`config.mk`:
```
export PLATFORM = sky130hd
export DESIGN_NAME = apb_fsm_controller_flat
export DESIGN_NICKNAME = d
export VERILOG_FILES = /design/src/rtl/apb_fsm_controller_if.sv /design/src/rtl/apb_fsm_controller.sv /design/src/flat_wrapper.sv
export SDC_FILE = /design/constraint.sdc
export NUM_CORES = 1
export LEC_CHECK = 0
export ABC_AREA = 0
export CAP_MARGIN = 25
export CORE_AREA = 2 2 114 88
export DETAILED_ROUTE_END_ITERATION = 10
export DIE_AREA = 0 0 116 90
export HOLD_SLACK_MARGIN = 0.08
export PLACE_DENSITY = 0.86
export SYNTH_ARGS = -nofsm -noshare
export SYNTH_HDL_FRONTEND = slang
export SYNTH_SLANG_ARGS = --single-unit
```
`constraint.sdc`:
```
create_clock -name Hclk -period 5.7 [get_ports Hclk]
set_clock_uncertainty 0.1 [all_clocks]
set_input_delay 1.71 -clock Hclk [delete_from_list [all_inputs] [get_ports Hclk]]
set_output_delay 1.71 -clock Hclk [all_outputs]
set_load 0.01 [all_outputs]
```
`src/rtl/apb_fsm_controller_if.sv`:
```
// Bundle between the AHB slave interface and the APB sequencer:
// pipelined AHB-side qualifiers in, APB phase signals and ready out.
interface apb_fsm_controller_if #(
    parameter int ADDR_W = 32
);
    logic              valid;
    logic              Hwrite;
    logic              Hwritereg;
    logic [ADDR_W-1:0] Haddr;
    logic [ADDR_W-1:0] Haddr1;
    logic [ADDR_W-1:0] Haddr2;
    logic [ADDR_W-1:0] Hwdata;
    logic [ADDR_W-1:0] Hwdata1;
    logic [2:0]        Pselx;
    logic              Penable;
    logic              Pwrite;
    logic [ADDR_W-1:0] Paddr;
    logic [ADDR_W-1:0] Pwdata;
    logic              Hreadyout;

    modport master (
        output valid, Hwrite, Hwritereg,
        output Haddr, Haddr1, Haddr2,
        output Hwdata, Hwdata1,
        input  Pselx, Penable, Pwrite,
        input  Paddr, Pwdata, Hreadyout
    );

    modport slave (
        input  valid, Hwrite, Hwritereg,
        input  Haddr, Haddr1, Haddr2,
        input  Hwdata, Hwdata1,
        output Pselx, Penable, Pwrite,
        output Paddr, Pwdata, Hreadyout
    );
endinterface

```
`src/rtl/apb_fsm_controller.sv`:
```
// APB-side sequencer of the AHB2APB bridge: turns qualified AHB
// transfers into APB setup/enable phases with fully registered outputs.
module apb_fsm_controller #(
    parameter int              ADDR_W = 32,
    parameter logic [ADDR_W-1:0] BASE0 = 32'h8000_0000,
    parameter logic [ADDR_W-1:0] BASE1 = 32'h8400_0000,
    parameter logic [ADDR_W-1:0] BASE2 = 32'h8800_0000
) (
    input  logic                 Hclk,
    input  logic                 Hreset,
    apb_fsm_controller_if.slave  bus
);
    localparam int WIN = 26;

    typedef enum logic [2:0] {
        IDLE,
        READ,
        RENABLE,
        WWAIT,
        WRITE,
        WENABLE,
        WRITEP,
        WENABLEP
    } state_t;

    state_t            state_q, state_d;
    logic [2:0]        psel_q, psel_d;
    logic              pen_q, pen_d;
    logic              pwrite_q, pwrite_d;
    logic [ADDR_W-1:0] paddr_q, paddr_d;
    logic [ADDR_W-1:0] pwdata_q, pwdata_d;
    logic              hrdy_q, hrdy_d;

    function automatic logic [2:0] decode(
        input logic [ADDR_W-1:0] a
    );
        logic [2:0] s;
        s = 3'b000;
        if (a[ADDR_W-1:WIN] == BASE0[ADDR_W-1:WIN])
            s = 3'b001;
        else if (a[ADDR_W-1:WIN] == BASE1[ADDR_W-1:WIN])
            s = 3'b010;
        else if (a[ADDR_W-1:WIN] == BASE2[ADDR_W-1:WIN])
            s = 3'b100;
        return s;
    endfunction

    always_ff @(posedge Hclk) begin
        if (Hreset) begin
            state_q  <= IDLE;
            psel_q   <= 3'b000;
            pen_q    <= 1'b0;
            pwrite_q <= 1'b0;
            paddr_q  <= '0;
            pwdata_q <= '0;
            hrdy_q   <= 1'b1;
        end else begin
            state_q  <= state_d;
            psel_q   <= psel_d;
            pen_q    <= pen_d;
            pwrite_q <= pwrite_d;
            paddr_q  <= paddr_d;
            pwdata_q <= pwdata_d;
            hrdy_q   <= hrdy_d;
        end
    end

    always_comb begin
        state_d = state_q;
        unique case (state_q)
            IDLE, RENABLE, WENABLE: begin
                if (bus.valid)
                    state_d = bus.Hwrite ? WWAIT : READ;
                else
                    state_d = IDLE;
            end
            READ:    state_d = RENABLE;
            WWAIT:   state_d = bus.valid ? WRITEP : WRITE;
            WRITE:   state_d = WENABLE;
            WRITEP:  state_d = WENABLEP;
            WENABLEP: begin
                if (!bus.Hwritereg)
                    state_d = READ;
                else if (bus.valid)
                    state_d = WRITEP;
                else
                    state_d = WRITE;
            end
            default: state_d = IDLE;
        endcase
    end

    // Outputs are loaded for the state being entered, so the
    // setup values are already stable on the bus during setup.
    always_comb begin
        psel_d   = psel_q;
        pen_d    = 1'b0;
        pwrite_d = pwrite_q;
        paddr_d  = paddr_q;
        pwdata_d = pwdata_q;
        hrdy_d   = 1'b1;
        unique case (state_d)
            IDLE, WWAIT: begin
                psel_d = 3'b000;
            end
            READ: begin
                paddr_d  = bus.Haddr;
                psel_d   = decode(bus.Haddr);
                pwrite_d = 1'b0;
                hrdy_d   = 1'b0;
            end
            WRITE: begin
                paddr_d  = bus.Haddr1;
                pwdata_d = bus.Hwdata;
                psel_d   = decode(bus.Haddr1);
                pwrite_d = 1'b1;
                hrdy_d   = 1'b0;
            end
            WRITEP: begin
                paddr_d  = bus.Haddr2;
                pwdata_d = bus.Hwdata1;
                psel_d   = decode(bus.Haddr2);
                pwrite_d = 1'b1;
                hrdy_d   = 1'b0;
            end
            RENABLE, WENABLE: begin
                pen_d = 1'b1;
            end
            WENABLEP: begin
                pen_d  = 1'b1;
                hrdy_d = 1'b0;
            end
            default: begin
                psel_d = 3'b000;
            end
        endcase
    end

    assign bus.Pselx     = psel_q;
    assign bus.Penable   = pen_q;
    assign bus.Pwrite    = pwrite_q;
    assign bus.Paddr     = paddr_q;
    assign bus.Pwdata    = pwdata_q;
    assign bus.Hreadyout = hrdy_q;
endmodule
```
`src/flat_wrapper.sv`:
```
// flat-port wrapper written by rule: the top's interface ports become plain ports
module apb_fsm_controller_flat 
#(
    parameter int              ADDR_W = 32,
    parameter logic [ADDR_W-1:0] BASE0 = 32'h8000_0000,
    parameter logic [ADDR_W-1:0] BASE1 = 32'h8400_0000,
    parameter logic [ADDR_W-1:0] BASE2 = 32'h8800_0000
)
  (Hclk, Hreset, bus_valid, bus_Hwrite, bus_Hwritereg, bus_Haddr, bus_Haddr1, bus_Haddr2, bus_Hwdata, bus_Hwdata1, bus_Pselx, bus_Penable, bus_Pwrite, bus_Paddr, bus_Pwdata, bus_Hreadyout);
  apb_fsm_controller_if #(.ADDR_W(ADDR_W)) bus_i ();
  input  logic Hclk;
  input  logic Hreset;
  input wire logic [$bits(bus_i.valid)-1:0] bus_valid;
  input wire logic [$bits(bus_i.Hwrite)-1:0] bus_Hwrite;
  input wire logic [$bits(bus_i.Hwritereg)-1:0] bus_Hwritereg;
  input wire logic [$bits(bus_i.Haddr)-1:0] bus_Haddr;
  input wire logic [$bits(bus_i.Haddr1)-1:0] bus_Haddr1;
  input wire logic [$bits(bus_i.Haddr2)-1:0] bus_Haddr2;
  input wire logic [$bits(bus_i.Hwdata)-1:0] bus_Hwdata;
  input wire logic [$bits(bus_i.Hwdata1)-1:0] bus_Hwdata1;
  output wire logic [$bits(bus_i.Pselx)-1:0] bus_Pselx;
  output wire logic [$bits(bus_i.Penable)-1:0] bus_Penable;
  output wire logic [$bits(bus_i.Pwrite)-1:0] bus_Pwrite;
  output wire logic [$bits(bus_i.Paddr)-1:0] bus_Paddr;
  output wire logic [$bits(bus_i.Pwdata)-1:0] bus_Pwdata;
  output wire logic [$bits(bus_i.Hreadyout)-1:0] bus_Hreadyout;
  assign bus_i.valid = bus_valid;
  assign bus_i.Hwrite = bus_Hwrite;
  assign bus_i.Hwritereg = bus_Hwritereg;
  assign bus_i.Haddr = bus_Haddr;
  assign bus_i.Haddr1 = bus_Haddr1;
  assign bus_i.Haddr2 = bus_Haddr2;
  assign bus_i.Hwdata = bus_Hwdata;
  assign bus_i.Hwdata1 = bus_Hwdata1;
  assign bus_Pselx = bus_i.Pselx;
  assign bus_Penable = bus_i.Penable;
  assign bus_Pwrite = bus_i.Pwrite;
  assign bus_Paddr = bus_i.Paddr;
  assign bus_Pwdata = bus_i.Pwdata;
  assign bus_Hreadyout = bus_i.Hreadyout;
  apb_fsm_controller #(.ADDR_W(ADDR_W), .BASE0(BASE0), .BASE1(BASE1), .BASE2(BASE2)) u_core (.Hclk(Hclk), .Hreset(Hreset), .bus(bus_i));
endmodule
```
==> results of run 1 <==
==> layout by cell type, fill, tap and decap left out, drive strengths merged, types with 2 or more instances in the layout <==
master / n
a21boi: 2
nand2: 69
nor3: 4
o21ai: 5
nor2: 35
a22oi: 2
inv: 7
a221oi: 4
o32ai: 2
clkbuf: 11
a211oi: 29
buf: 8
mux2i: 62
or4b: 2
dfxtp: 73
nand2b: 3
nand4b: 2
nand4: 2
a31oi: 2
clkinv: 3
o211ai: 33
clkdlybuf4s50: 232
a21oi: 39
nand3: 3
==> cell type report <==
class / count / area share
inverters: 7 / 0.00455
clock buffers: 11 / 0.0368
multi-input cells: 310 / 0.318
repair buffers: 240 / 0.376
well taps: 132 / 0.0261
clock inverters: 4 / 0.00713
flip-flops and latches: 73 / 0.231
==> path summary, 6_finish.rpt <==
path	start	endpoint	cells after the start
setup reg to reg	u_core.state_q[2]	u_core.bus.Pselx[1]	5
hold reg to reg	u_core.bus.Paddr[6]	u_core.bus.Paddr[6]	2
hold / removal	u_core.bus.Paddr[6]	u_core.bus.Paddr[6]	2
setup / recovery	bus_valid	u_core.bus.Pwdata[5]	7
==> state kept, by name, indices dropped and copies added, names as in the netlist <==
name	count
u_core.bus.Hreadyout	1
u_core.bus.Paddr	32
u_core.bus.Penable	1
u_core.bus.Pselx	3
u_core.bus.Pwdata	32
u_core.bus.Pwrite	1
u_core.state_q	3
==> power groups by stage <==
stage | logic (µW) | clock network [µW] | registers [µW]
6_report | 306 | 527 | 553
5_1_grt | 330 | 567 | 556
4_1_cts | 309 | 541 | 553
3_5_place_dp | 308 | 0 | 564
3_3_place_gp | 300 | 0 | 562
2_1_floorplan | 111 | 0 | 571
==> through the flow <==
stage / area, µm² / power (µW) / hold WS, ns / worst slack [ns] / utilization
3_3_place_gp: 6040 / 862 / 0.336 / 1.93 / 0.644
2_1_floorplan: 3650 / 682 / 0.376 / 2.46 / -
4_1_cts: 6320 / 1400 / 0.350 / 2.09 / 0.673
6_report: 6320 / 1390 / 0.347 / 2.11 / 0.673
3_5_place_dp: 6040 / 871 / 0.343 / 1.77 / 0.644
5_1_grt: 6320 / 1450 / 0.360 / 1.88 / 0.673
==> critical path: stages <==
cell	delay (ns)
buf_4	0.45
buf_4	0.58
inv_1	0.17
o22ai_1	0.21
a221oi_2	0.13
a221oi_1	0.28
nor3_1	0.08
==> layer usage <==
layer	up-vias	GRT usage	wire [µm]
li1	1979	-	-
met1	1815	0.234	4500
met2	161	0.405	6120
met3	27	0.0748	1020
met4	0	0.0754	274
met5	-	0	0
==> synth_stat cells (2+ instances only) <==
cell / number
a211oi_1: 29
a21oi_1: 39
a221oi_1: 3
a22oi_1: 2
buf_1: 8
buf_2: 9
clkbuf_1: 21
dfxtp_1: 73
inv_1: 5
mux2i_1: 62
nand2_1: 69
nand2b_1: 3
nand3_1: 3
nand4_1: 2
nand4b_1: 2
nor2_1: 35
nor3_1: 4
o211ai_1: 33
o21ai_0: 3
o21ai_1: 2
o32ai_1: 2
or4b_1: 2
==> logic make-up (layout without fill, tap and decap cells) <==
group / Yosys count / count (layout) / synth area share
AOI/OAI and AO/OA: 121 / 121 / 0.226
xor gates and xnor gates: 1 / 1 / 0.00240
buffers and inverters: 46 / 262 / 0.0532
DFF: 73 / 73 / 0.401
muxes: 62 / 62 / 0.170
and+or+nand+nor: 126 / 126 / 0.148
==> flow_summary.ini, run 1 <==
[floorplanning]
die-height_um = 90
fp-row-count = 31
core_area_um2 = 9390
start_util = 0.389
die_w_um = 116
dieArea_um2 = 10400
io-pin-count = 235

[job]
maxCapViolCount = 0

[sta]
tightest_slew_ns = 0.607
post-route-period-util = 0.629
setup_violations = 0
maxSlewHeadroom = 0.596
slew_viol_final = 0
fin_setup_tns_ns = 0
fmax_ghz = 0.279
rsz0062_at_grt = false
finalHoldViolCount = 0
post-route-min-period_ns = 3.59

[cts]
clk_latency_ns = 0.32
ctsHoldBuffers = 0
cts_tree = yes
clk_path_buf_depth = 2
cts_resized = 0
numCtsBuffers = 9
clk_pin_slew_ns = 0.05
clock-sinks = 73
cts_root_buf = clkbuf_16
cts_setup_buffers = 0
h-tree-depth = 3

[routing]
via_count = 3982
wl_per_cell_um = 15.3
drtIter0Drc = 170
ant_nets = 0
vias_per_cell = 5.12
drc = 0
totalWireLength_um = 11900
dr.pass1.iters = 5

[pwr]
sequentialPowerShare = 0.399
power_frac_comb = 0.221
vdd_drop_max_mv = 0.125
leakage_uw = 0.00227
powerDensity_nw_per_um2 = 219
p_int_uw = 1060
sw_frac_of_total = 0.238
switching_power_uw = 330
p_clk_frac = 0.380

[critical_path]
worstSetupStartpointType = input pin
critPathKind = in2reg
worst_ep_required_time_ns = 5.78
end_kind = flip-flop
crit_arrival_ns = 3.66
crit_fanout = 37
regToRegSetupSlack_ns = 3.52

[yosys]
syn_area_per_cell_um2 = 8.50
seq_area_frac_synth = 0.401
syn_area_um2 = 3650
synth.area.top_cells = dfxtp_1 (40%), mux2i_1 (17%), nand2_1 (7.1%), o211ai_1 (6.8%), a211oi_1 (6.0%)
ys_async_sr_fraction = 0
synth_top_area_frac = 0.401
ys.warnings.count = 0
yosys.area.top_type = dfxtp_1
synth.distinct_cells = 40
synth_edf_count = 0
synth.net_count = 594
synth_flop_cell = dfxtp_1
syn_inst = 429
ys_seq_elements = 73

[global_route]
grt_pass1_wl_um = 18800
grt_pass1_vias = 4001
track_usage = 0.222
overflow = 0
antenna_found_initial = 0
grt_max_degree = 65

[outcome]
status = finished clean

[finish]
antennaDiodeCount = 0
regArea_um2 = 1460
final_cells = 777
multi_input_area_um2 = 2010
fillCellCount = 770
nets = 806
drive_above_1_share = 0.0434
area_delta_synth_final_pct = 73.3

[placed_design]
dpl.cell_count = 762
dpl.hpwl_um = 9200
place_congestion = 0.823
port_buffers = 234

[min_path]
hp-class = reg2reg
(Power assumes the default switching activity.)
==> run 2: changes to the inputs <==
Settings changed: CORE_AREA 2 2 114 88 to 2 2 125 97, DIE_AREA 0 0 116 90 to 0 0 127 99, PLACE_DENSITY 0.86 to 0.76.
Clock period 5.7 ns to 3.2 ns, I/O delays scaled along.
==> run 2 against run 1 <==
Non-clock buffer count is 2 higher. Worst hold slack improved by 0.0030 ns. Total power grew 82%. Clock power increased by 86%. Flip-flop and latch count did not move. Register-to-register slack worse by 2.5 ns. Wire length is 1.9% higher. Sequential power rose by 78%. Global-route usage fell by 3.4 points. Critical path depth fell by 1.
==> flow_summary.ini, run 2 (synthesized netlist as in run 1, its figures left out) <==
[routing]
drc = 0
drtIter0Drc = 230
dr.pass1.iters = 4
ant_nets = 0
wl_per_cell_um = 15.3
vias_per_cell = 4.93
via_count = 3907
totalWireLength_um = 12100

[cts]
clock-sinks = 73
h-tree-depth = 3
cts_setup_buffers = 0
clk_path_buf_depth = 2
ctsHoldBuffers = 0
numCtsBuffers = 9
clk_pin_slew_ns = 0.05
cts_tree = yes
cts_root_buf = clkbuf_16
cts_resized = 0
clk_latency_ns = 0.32

[finish]
final_common_cell = clkdlybuf4s50_1
drive_above_1_share = 0.0463
area_delta_synth_final_pct = 75.1
antennaDiodeCount = 0
final_util = 0.565
nets = 808
final_cells = 792
final_cell_mix = clkdlybuf4s50_1 (232), dfxtp_1 (73), nand2_1 (69)

[critical_path]
endpoint = u_core.bus.Pselx[1]
crit_path_start = bus_Hwrite
cp_slowest_cell = clkdlybuf4s50_1
reg2reg_depth = 5
slowest_delay_ns = 0.47
worst_ep_required_time_ns = 3.36
crit_arrival_ns = 2.82
end_kind = flip-flop
worstSetupStartpointType = input pin
path_depth = 6
worst_path_dominant_cell_family = simple AND/OR/NAND/NOR gates
regToRegStartpoint = u_core.state_q[2]
path_cells = clkdlybuf4s50_1, nand2b_1, or4_4, a31oi_4, or4b_1, o21ai_1
regToRegSetupSlack_ns = 1.07
crit_fanout = 4
rr_endpoint = u_core.bus.Pselx[1]
critPathKind = in2reg
worst-path-buf-inv = 1

[pwr]
vdd_drop_max_mv = 0.236
leakage_uw = 0.00229
powerDensity_nw_per_um2 = 394

[floorplanning]
start_util = 0.322
die-height_um = 99
core_area_um2 = 11300
die_w_um = 127
io-pin-count = 235
fp-row-count = 34
dieArea_um2 = 12600

[sta]
maxSlewHeadroom = 0.534
slew_viol_final = 0
rsz0062_at_grt = false
tightest_slew_ns = 0.699
post-route-period-util = 0.834
fin_setup_tns_ns = 0
fmax_ghz = 0.375
finalHoldViolCount = 0
post-route-min-period_ns = 2.67
worst_slack_ns = 0.531
setup_violations = 0

[global_route]
antenna_found_initial = 0
grt_max_degree = 86
grt_pass1_wl_um = 18900
track_usage = 0.187
overflow = 0
grt_pass1_vias = 3920

[min_path]
min_path_cells = 2
min-delay-start = u_core.bus.Paddr[17]
hp-class = reg2reg

[placed_design]
pre_cts_ws_ns = 0.200
port_buffers = 234
dpl.cell_count = 776
place_congestion = 0.781
dpl.hpwl_um = 9280

[outcome]
status = finished clean

[job]
maxCapViolCount = 0
==> run 2: per-stage QoR <==
step                      cell area (µm²)  hold WS [ns]  total power (µW)
after detailed placement             6100         0.344              1560
after global routing                 6390         0.372              2640
after floorplan                      3650         0.376              1210
after global placement               6100         0.337              1550
after CTS                            6390         0.352              2560
final                                6390         0.350              2520
==> run 2: cell type report <==
| cell class | count | area, µm² |
|---|---|---|
| fill | 1035 | 4930 |
| timing repair buffer | 242 | 2420 |
| multi-input combinational | 310 | 2010 |
| sequential | 73 | 1460 |
| clock buffer | 13 | 250 |
| tap | 144 | 180 |
| clock inverter | 3 | 40.0 |
| inverter | 7 | 28.8 |
==> run 2: report_power, final <==
group	total, µW	internal, µW	switching [µW]	leakage, µW
sequential	984	956	28.4	0.000594
clock	981	623	358	0.000144
combinational	553	336	217	0.00156
==> run 2: worst min path at each step <==
stage	end
after detailed placement	u_core.bus.Paddr[24]
final	u_core.bus.Paddr[17]
after CTS	u_core.bus.Paddr[24]
after global routing	u_core.bus.Paddr[24]
after global placement	u_core.bus.Paddr[25]
after floorplan	u_core.bus.Paddr[0]
==> run 2: layer usage <==
layer / vias to the layer above / wire length, µm / track usage
li1: 1981 / - / -
met1: 1768 / 5130 / 0.207
met2: 142 / 5890 / 0.340
met3: 16 / 921 / 0.0613
met4: 0 / 208 / 0.0609
met5: - / 0 / 0
==> run 2: worst register-to-register path, cell delays in order, from the launching register on <==
cell and delay, ns:
dfxtp_1 0.60, inv_2 0.09, or4_4 0.52, a31oi_4 0.19, or4b_1 0.44, o21ai_1 0.13
